$ cat config.mk
export PLATFORM = sky130hd
export DESIGN_NAME = rstdown_oxbridge
export DESIGN_NICKNAME = d
export VERILOG_FILES = /design/src/rtl/rstdown_oxbridge.sv
export SDC_FILE = /design/constraint.sdc
export NUM_CORES = 1
export LEC_CHECK = 0
export BUFFER_PORTS_ARGS = -buffer_cell sky130_fd_sc_hd__buf_2
export CAP_MARGIN = 20
export CELL_PAD_IN_SITES_DETAIL_PLACEMENT = 1
export CELL_PAD_IN_SITES_GLOBAL_PLACEMENT = 2
export CORE_MARGIN = 3
export CORE_UTILIZATION = 40
export DETAILED_ROUTE_END_ITERATION = 12
export PLACE_DENSITY = 0.82
export SLEW_MARGIN = 0
export SYNTH_ARGS = -nofsm -noshare
export SYNTH_HDL_FRONTEND = slang
export SYNTH_SLANG_ARGS = --single-unit
export TNS_END_PERCENT = 1
$ cat constraint.sdc
create_clock -name clk -period 4.2 [get_ports clk]
set_clock_uncertainty 0.15 [all_clocks]
set_input_delay 0.63 -clock clk [delete_from_list [all_inputs] [get_ports clk]]
set_output_delay 0.63 -clock clk [all_outputs]
set_load 0.03 [all_outputs]
$ cat src/rtl/rstdown_oxbridge.sv
// Graceful teardown sequencer: quiesces the CPU, drains the OX Core, then asserts reset holds
// in reverse bring-up order; on re-enable it pulses the bring-up controller's reset.
module rstdown_oxbridge #(
  parameter int DELAY_CPU2OXC  = 31,
  parameter int DELAY_OXC2RXD  = 31,
  parameter int DELAY_RXD2MAC  = 1023,
  parameter int DELAY_MAC2MII  = 31,
  parameter int WIDTH_DLY      = 10,
  parameter int TIMEOUT        = 4095,
  parameter int WIDTH_TO       = 12,
  parameter int RESTART_CYCLES = 4,
  parameter bit HOLD_MII       = 1'b1
) (
  input  logic clk,
  input  logic rst_,
  input  logic req_down,
  input  logic req_up,
  input  logic cpu_quiesce_ack,
  input  logic oxc_drain_done,
  output logic cpu_quiesce_req,
  output logic oxc_drain_req,
  output logic hold_cpu_,
  output logic hold_oxc_,
  output logic hold_rxd_,
  output logic hold_mac_,
  output logic hold_mii_,
  output logic seq_restart_,
  output logic busy,
  output logic down_done,
  output logic timeout_err
);

  typedef enum logic [3:0] {
    S_IDLE, S_QCPU, S_RCPU, S_DOXC, S_ROXC, S_RRXD, S_RMAC, S_RMII, S_DOWN, S_RST
  } state_t;

  localparam logic [WIDTH_DLY-1:0] LAST_CPU2OXC = WIDTH_DLY'(DELAY_CPU2OXC);
  localparam logic [WIDTH_DLY-1:0] LAST_OXC2RXD = WIDTH_DLY'(DELAY_OXC2RXD);
  localparam logic [WIDTH_DLY-1:0] LAST_RXD2MAC = WIDTH_DLY'(DELAY_RXD2MAC);
  localparam logic [WIDTH_DLY-1:0] LAST_MAC2MII = WIDTH_DLY'(DELAY_MAC2MII);
  localparam logic [WIDTH_DLY-1:0] LAST_RESTART = WIDTH_DLY'(RESTART_CYCLES - 1);
  localparam logic [WIDTH_TO-1:0]  LAST_TO      = WIDTH_TO'(TIMEOUT - 1);

  state_t               state;
  logic [WIDTH_DLY-1:0] dly_cnt;
  logic [WIDTH_TO-1:0]  to_cnt;

  // Outputs are written alongside the state so each state drives them from its first cycle;
  // both counters free-run and are cleared on every transition.
  always_ff @(posedge clk or negedge rst_) begin
    if (!rst_) begin
      state           <= S_IDLE;
      dly_cnt         <= '0;
      to_cnt          <= '0;
      cpu_quiesce_req <= 1'b0;
      oxc_drain_req   <= 1'b0;
      hold_cpu_       <= 1'b1;
      hold_oxc_       <= 1'b1;
      hold_rxd_       <= 1'b1;
      hold_mac_       <= 1'b1;
      hold_mii_       <= 1'b1;
      seq_restart_    <= 1'b1;
      busy            <= 1'b0;
      down_done       <= 1'b0;
      timeout_err     <= 1'b0;
    end else begin
      dly_cnt <= dly_cnt + WIDTH_DLY'(1);
      to_cnt  <= to_cnt + WIDTH_TO'(1);
      case (state)
        S_IDLE: begin
          if (req_down) begin
            state           <= S_QCPU;
            cpu_quiesce_req <= 1'b1;
            busy            <= 1'b1;
            timeout_err     <= 1'b0;
            dly_cnt         <= '0;
            to_cnt          <= '0;
          end
        end
        S_QCPU: begin
          // An ack arriving on the final timeout cycle wins and does not flag an error.
          if (cpu_quiesce_ack || to_cnt == LAST_TO) begin
            state     <= S_RCPU;
            hold_cpu_ <= 1'b0;
            dly_cnt   <= '0;
            to_cnt    <= '0;
            if (!cpu_quiesce_ack) timeout_err <= 1'b1;
          end
        end
        S_RCPU: begin
          if (dly_cnt == LAST_CPU2OXC) begin
            state         <= S_DOXC;
            oxc_drain_req <= 1'b1;
            dly_cnt       <= '0;
            to_cnt        <= '0;
          end
        end
        S_DOXC: begin
          if (oxc_drain_done || to_cnt == LAST_TO) begin
            state     <= S_ROXC;
            hold_oxc_ <= 1'b0;
            dly_cnt   <= '0;
            to_cnt    <= '0;
            if (!oxc_drain_done) timeout_err <= 1'b1;
          end
        end
        S_ROXC: begin
          if (dly_cnt == LAST_OXC2RXD) begin
            state     <= S_RRXD;
            hold_rxd_ <= 1'b0;
            dly_cnt   <= '0;
            to_cnt    <= '0;
          end
        end
        S_RRXD: begin
          if (dly_cnt == LAST_RXD2MAC) begin
            state     <= S_RMAC;
            hold_mac_ <= 1'b0;
            dly_cnt   <= '0;
            to_cnt    <= '0;
          end
        end
        S_RMAC: begin
          if (dly_cnt == LAST_MAC2MII) begin
            dly_cnt <= '0;
            to_cnt  <= '0;
            if (HOLD_MII) begin
              state     <= S_RMII;
              hold_mii_ <= 1'b0;
            end else begin
              state     <= S_DOWN;
              down_done <= 1'b1;
            end
          end
        end
        S_RMII: begin
          state     <= S_DOWN;
          down_done <= 1'b1;
          dly_cnt   <= '0;
          to_cnt    <= '0;
        end
        S_DOWN: begin
          if (req_up) begin
            state        <= S_RST;
            down_done    <= 1'b0;
            seq_restart_ <= 1'b0;
            dly_cnt      <= '0;
            to_cnt       <= '0;
          end
        end
        S_RST: begin
          // Holds release in the same cycle the bring-up controller leaves reset.
          if (dly_cnt == LAST_RESTART) begin
            state           <= S_IDLE;
            seq_restart_    <= 1'b1;
            hold_cpu_       <= 1'b1;
            hold_oxc_       <= 1'b1;
            hold_rxd_       <= 1'b1;
            hold_mac_       <= 1'b1;
            hold_mii_       <= 1'b1;
            cpu_quiesce_req <= 1'b0;
            oxc_drain_req   <= 1'b0;
            busy            <= 1'b0;
            dly_cnt         <= '0;
            to_cnt          <= '0;
          end
        end
        default: state <= S_IDLE;
      endcase
    end
  end

endmodule
==> results of run 1 <==
## where the power goes
group	switching (mW)	total (mW)	internal, mW
Combinational	0.325	0.535	0.210
Sequential	0.117	0.547	0.429
Clock	0.131	0.307	0.176
Total	0.573	1.39	0.815
## layout by cell type (no fill, tap or decap), types with 4 or more instances in the layout
master | synthesis | final
inv_1 | 4 | 4
xnor2_1 | 4 | 4
nor2_1 | 31 | 31
and4_1 | 4 | 4
clkbuf_8 | 0 | 5
xor2_1 | 14 | 14
a31oi_1 | 5 | 5
nand3_1 | 8 | 8
buf_2 | 3 | 16
nand4_1 | 5 | 5
and3_1 | 6 | 6
o21ai_0 | 5 | 5
dfstp_2 | 6 | 6
nand2_1 | 10 | 10
dfrtp_1 | 30 | 30
o31ai_1 | 4 | 4
## final cells by class
cell class / instances / area (um2) / share of cell area (%)
tap: 52 / 65.1 / 3.12
multi-input combinational: 134 / 901 / 43.2
sequential: 36 / 908 / 43.6
inverter: 4 / 15.0 / 0.720
clock inverter: 2 / 35.0 / 1.68
clock buffer: 6 / 72.6 / 3.48
timing repair buffer: 17 / 87.6 / 4.20
## per-stage QoR
stage	util (%)	instance area, um2	total power, mW
floorplan	-	1880	0.957
global placement	44.5	1980	1.07
detailed placement	44.5	1980	1.10
CTS	46.9	2080	1.41
global route	46.9	2080	1.50
finish	46.9	2080	1.39
## kinds of logic (layout without fill, tap and decap cells)
kind of cell | after synthesis | count (layout)
multiplexers | 3 | 3
AO/OA/AOI/OAI | 27 | 27
flip-flops | 36 | 36
buffers and inverters | 14 | 29
AND/OR/NAND/NOR | 83 | 83
adder cells (fa/ha/maj) | 3 | 3
XOR/XNOR | 18 | 18
## path summary, 6_finish.rpt
kind / start / end
setup / recovery: dly_cnt[0] / state[0]
hold / removal: rst_ / to_cnt[11]
setup reg to reg: dly_cnt[0] / state[0]
hold reg to reg: dly_cnt[0] / dly_cnt[0]
max in group asynchronous: rst_ / dly_cnt[4]
min in group clk: dly_cnt[0] / dly_cnt[0]
## metal layers
metal	global-route usage, %	up-vias
li1	-	682
met1	25.3	703
met2	26.0	19
met3	3.51	5
met4	8.50	0
met5	0	-
==> results.md, run 1 <==
- CP endpoint kind: register
- Post-Synth XOR/XNOR Area: 8.40%
- Synth top cells by count: nor2_1 (31), dfrtp_1 (30), xor2_1 (14)
- DP HPWL: 3000 um
- Post-CTS setup buffer count: 0
- Worst slew margin: 46.5%
- Register-to-Register Path Depth: 7
- Most flops, register: to_cnt
- # placed instances: 243
- PortBufs: 16
- Seq cells post-synth: 36
- Mapped Avg Cell Area: 10.2 um2
- Num CTS Buffers: 5
- Lkg Pwr: 0.958 nW
- Post-Syn Area: 1880 um2
- Inserted Diodes: 0
- Gpl congestion: 0.790
- Initial antenna violation count: 0
- Critical path cell sequence: ha_1 > nor4b_4 > and4_4 > o41ai_2 > nor3b_2 > buf_4 > mux2_2
- HP Class: in -> async
- CP max-delay cell: o41ai_2
- Final worst-path cycle share: 54.9%
- Core ar.: 4440 um2
- Clock tree root buffer cell: clkbuf_8
- Final hold violations: 0
- Cts repair resizes: 0
- Status: completed
- Filler instances: 501
- Remaining antenna violation count: 0
- Max layer used: met4
- Data arrival time of the worst path: 2340 ps
- Unrepaired setup endpoints after global routing: false
- Vias in the first global route: 1463
- Top delay family on crit path: simple AND/OR/NAND/NOR gates
- DR pass1 iterations: 4
- Main synth FF type: dfrtp_1
- Final hold slack: 265 ps
- Netlist cell types: 44
- Vias: 1409
- Crit path kind: reg -> reg
- First-pass GRT wire length: 7420 um
- Share of cells above drive strength 1: 20.1%
- Nets: 207
- CTS sink cnt: 36
- Crit path buf inv count: 1
- Minimum clock period: 2300 ps
- Max cap viols: 0
- CTS Hold Bufs: 0
- GRT overflow: 0
- CP max stage delay: 420 ps
- Post-synthesis mux area share: 1.93%
- CP Data Required Time: 4240 ps
- Post-route setup slack: 1900 ps
- Achievable frequency: 434 MHz
- Post-place setup slack: 1900 ps
- Number of cells on the critical path: 7
- Worst skew pair latency: 300 ps
- R2R setup slack: 1900 ps
- Rows: 24
- DRT iter0 DRCs: 105
- Final setup TNS: 0 ps
- Total Routing Usage GR: 17.8%
- Post-Route M1 WL: 2040 um
- Worst-path clk slew: 80 ps
- CTS tree: done
- Largest family of logic cells by synthesized area: simple AND/OR/NAND/NOR gates
- Post-synth EDFFs: 0
- Synth Area in Simple Gates: 25.3%
- Final std cells w/o fill: 251
- Max FFs per register: 12
- Die ar.: 5550 um2
- CP max FO: 21
- Routed WL: 4210 um
- Peak VDD IR: 237 uV
- Ys Warns: 0
- DRC violations left: 0
- CTS H-Tree Depth: 2
- Power density over cell area: 666 nW/um2
- Layout area overhead: 11.1%
- Area leader, netlist: dfrtp_1
- DR WL met3: 127 um
- Setup Viol. Count Final: 0
- Initial Utilization: 42.2%
- Gate Count Post-Synth: 184
- Top cells by area, synth: dfrtp_1 (40%), dfstp_2 (8.4%), xor2_1 (6.5%)
- Synth Area in Adders: 2.00%
- Largest net degree at the start of global routing: 37
- Startpoint types: register
- Die Wd: 74.5 um
- Max Root-Sink Buffers: 2
- Top-count cell post-synth: nor2_1
- Vias/cell: 5.61
- Sequential area share after synthesis: 48.4%
- Routed len/inst: 16.8 um
- Synthesized Nets: 193
- Final Slew Violations: 0
- Chip height: 74.5 um
- Synth top area share: 40.0%
- Worst Tran Pin Value: 803 ps
- Fraction of registers with async set/reset: 100%
- Registers with the most flip-flops: to_cnt (12), dly_cnt (10), state (4)
- Compound-gate portion of the synthesized area: 10.3%
- IO Count: 17
- Routed wl met2: 1980 um
Power figures use the tool's default switching activity.
==> inputs of run 2 (changes only) <==
- CORE_UTILIZATION: 40 -> 34
- PLACE_DENSITY: 0.82 -> 0.74
- clock period: 4.2 -> 1.9 ns (I/O delays scaled with it)
==> run 2 against run 1 <==
- global-route usage up 0.089 points
- cell area grew 21%
- cell count grew 27%
- setup slack got worse by 2100 ps
- largest power group is now combinational logic
- the flow now finishes with violations (negative setup slack)
- utilization is 1.4 points higher
- die area grew 16%
- first-iteration DRC count fell by 41%
- worst hold slack lost 150 ps
- sequential share of layout area shrank 7.7 points
- power rose to 2.6 times the previous value
- critical path depth fell by 1
==> results.md, run 2 (synthesis gave the netlist of run 1 again) <==
- Status: complete, but fails checks
- Failing checks: negative setup slack
- Post-route setup slack: -191 ps (-2090 ps)
- Routed wl met2: 2740 um (+39%)
- Peak VDD IR: 586 uV (+150%)
- CP max FO: 4 (-81%)
- Remaining antenna violation count: 0 (unchanged)
- Achievable frequency: 478 MHz (+10%)
- DR pass1 iterations: 4 (unchanged)
- CTS H-Tree Depth: 2 (unchanged)
- Minimum clock period: 2090 ps (-214 ps)
- Pint: 2.11 mW (+160%)
- Reg-to-reg startpoint: dly_cnt[1]
- Final hold violations: 0 (unchanged)
- Largest net degree at the start of global routing: 20 (-46%)
- RR Endpoint: state[2]
- Max cap viols: 0 (unchanged)
- Gpl congestion: 0.858 (+8.6%)
- Setup Viol. Count Final: 24 (+24)
- Unrepaired setup endpoints after global routing: true
- DP HPWL: 3920 um (+31%)
- CTS sink cnt: 36 (unchanged)
- P_sw: 1.46 mW (+150%)
- Register-to-Register Path Depth: 6 (-1)
- Inserted Diodes: 0 (unchanged)
- Die Wd: 80.3 um (+7.8%)
- Total power: 3.57 mW (+160%)
- Final hold slack: 111 ps (-154 ps)
- Layout area overhead: 34.7%
- Rows: 26 (+8.3%)
- Final setup TNS: -3070 ps (-3070 ps)
- CP endpoint kind: register
- Chip height: 80.3 um (+7.8%)
- Commonest cells after routing, fill and taps aside: buf_4 (47), nor2_1 (31), dfrtp_1 (30)
- R2R setup slack: -190 ps (-2090 ps)
- Lkg Pwr: 1.21 nW (+26%)
- Clock power share: 16.8% (-5.3 points)
- Initial antenna violation count: 0 (unchanged)
- Vias/cell: 5.08 (-9.4%)
- Worst skew pair latency: 300 ps (about the same)
- IO Count: 17 (unchanged)
- DRC violations left: 0 (unchanged)
- PortBufs: 16 (unchanged)
- Final std cells w/o fill: 318 (+27%)
- Total Routing Usage GR: 17.9% (+0.089 points)
- HP Class: in -> reg
- Sw frac: 40.8% (-0.43 points)
- CTS tree: done
- GRT overflow: 0 (unchanged)
- Most flops, register: to_cnt
- Reg power frac: 30.9% (-8.5 points)
- First-pass GRT wire length: 8930 um (+20%)
- Routed len/inst: 16.0 um (-4.3%)
- Worst Tran Pin Value: 443 ps (-360 ps)
- Initial Utilization: 35.8% (-6.4 points)
- DR WL met3: 143 um (+13%)
- Crit path kind: reg -> reg
- Final worst-path cycle share: 110% (+55 points)
- Max layer used: met4
- Final Slew Violations: 0 (unchanged)
- CP Data Required Time: 1940 ps (-2300 ps)
- Worst slew margin: 70.5% (+24 points)
- Vias in the first global route: 1831 (+25%)
- Registers with the most flip-flops: to_cnt (12), dly_cnt (10), state (4)
- Die ar.: 6450 um2 (+16%)
- Routed WL: 5100 um (+21%)
- Num CTS Buffers: 5 (unchanged)
- Post-Route M1 WL: 2160 um (+5.8%)
- Vias: 1617 (+15%)
- DRT iter0 DRCs: 62 (-41%)
- Nets: 256 (+24%)
- Data arrival time of the worst path: 2130 ps (-210 ps)
- Max Root-Sink Buffers: 2 (unchanged)
- Comb power frac: 52.3% (+14 points)
- # placed instances: 307 (+26%)
- Worst-path clk slew: 80 ps (about the same)
- Power density over cell area: 1410 nW/um2 (+110%)
- Max FFs per register: 12 (unchanged)
- Startpoint types: register
- Core ar.: 5240 um2 (+18%)
- Commonest non-fill, non-tap cell in the layout: buf_4
- Worst setup path start: dly_cnt[1]
- Critical Path End: state[2]
- Share of cells above drive strength 1: 37.9% (+18 points)
- Clock tree root buffer cell: clkbuf_8
## run 2: cell count changes in the layout (fill, tap and decap cells not counted), moves of 2 or more
cell and change:
nor4_2 +3, nor4_1 -3, buf_4 +46, clkinvlp_4 +2
## run 2: per-layer routing
metal | track usage (%) | up-vias
li1 | - | 780
met1 | 20.4 | 811
met2 | 32.9 | 19
met3 | 4.26 | 7
met4 | 4.90 | 0
met5 | 0 | -
## run 2: metrics by stage
stage | cell area [um2] | util [%] | setup slack, ps
after floorplan | 1890 | - | -129
after global placement | 2370 | 45.3 | -160
after detailed placement | 2370 | 45.3 | -243
after CTS | 2500 | 47.8 | -186
after global routing | 2530 | 48.3 | -289
final | 2530 | 48.3 | -191
## run 2: power groups by stage
stage	clock network, mW	logic [mW]	registers (mW)
6_report	0.600	1.87	1.10
5_1_grt	0.648	2.06	1.13
4_1_cts	0.616	1.85	1.10
3_5_place_dp	0	1.77	1.12
3_3_place_gp	0	1.69	1.10
2_1_floorplan	0	0.957	1.18
## run 2: layout make-up
cell class	instances	area (um2)
Multi-Input combinational cell	134	946
Inverter	4	15.0
Clock buffer	6	82.6
Tap cell	70	87.6
Clock inverter	2	15.0
Sequential cell	36	908
Fill cell	608	2710
Timing Repair Buffer	66	474
## run 2: timing repair
item | CTS | global route
resized for setup | 3 | 3
setup buffers | 1 | 1
hold buffers | 1 | 0
setup endpoints to repair | 25 | 27
pin swaps | 3 | 2
endpoints found under the hold margin | 17 | 0
## run 2: how the worst min path moves through the flow
| stage | from | to | cells past startpoint |
|---|---|---|---|
| 6_report | req_down | busy | 3 |
| 5_1_grt | req_down | busy | 3 |
| 4_1_cts | req_down | busy | 3 |
| 3_5_place_dp | rst_ | timeout_err | 1 |
| 3_3_place_gp | rst_ | timeout_err | 1 |
| 2_1_floorplan | rst_ | busy | 0 |
## run 2: critical path: stages, from the launching register on
cell,delay [ps]
dfrtp_1,360
ha_2,210
and4_1,240
a41o_1,250
o41ai_4,110
or3_4,370
mux2_4,300
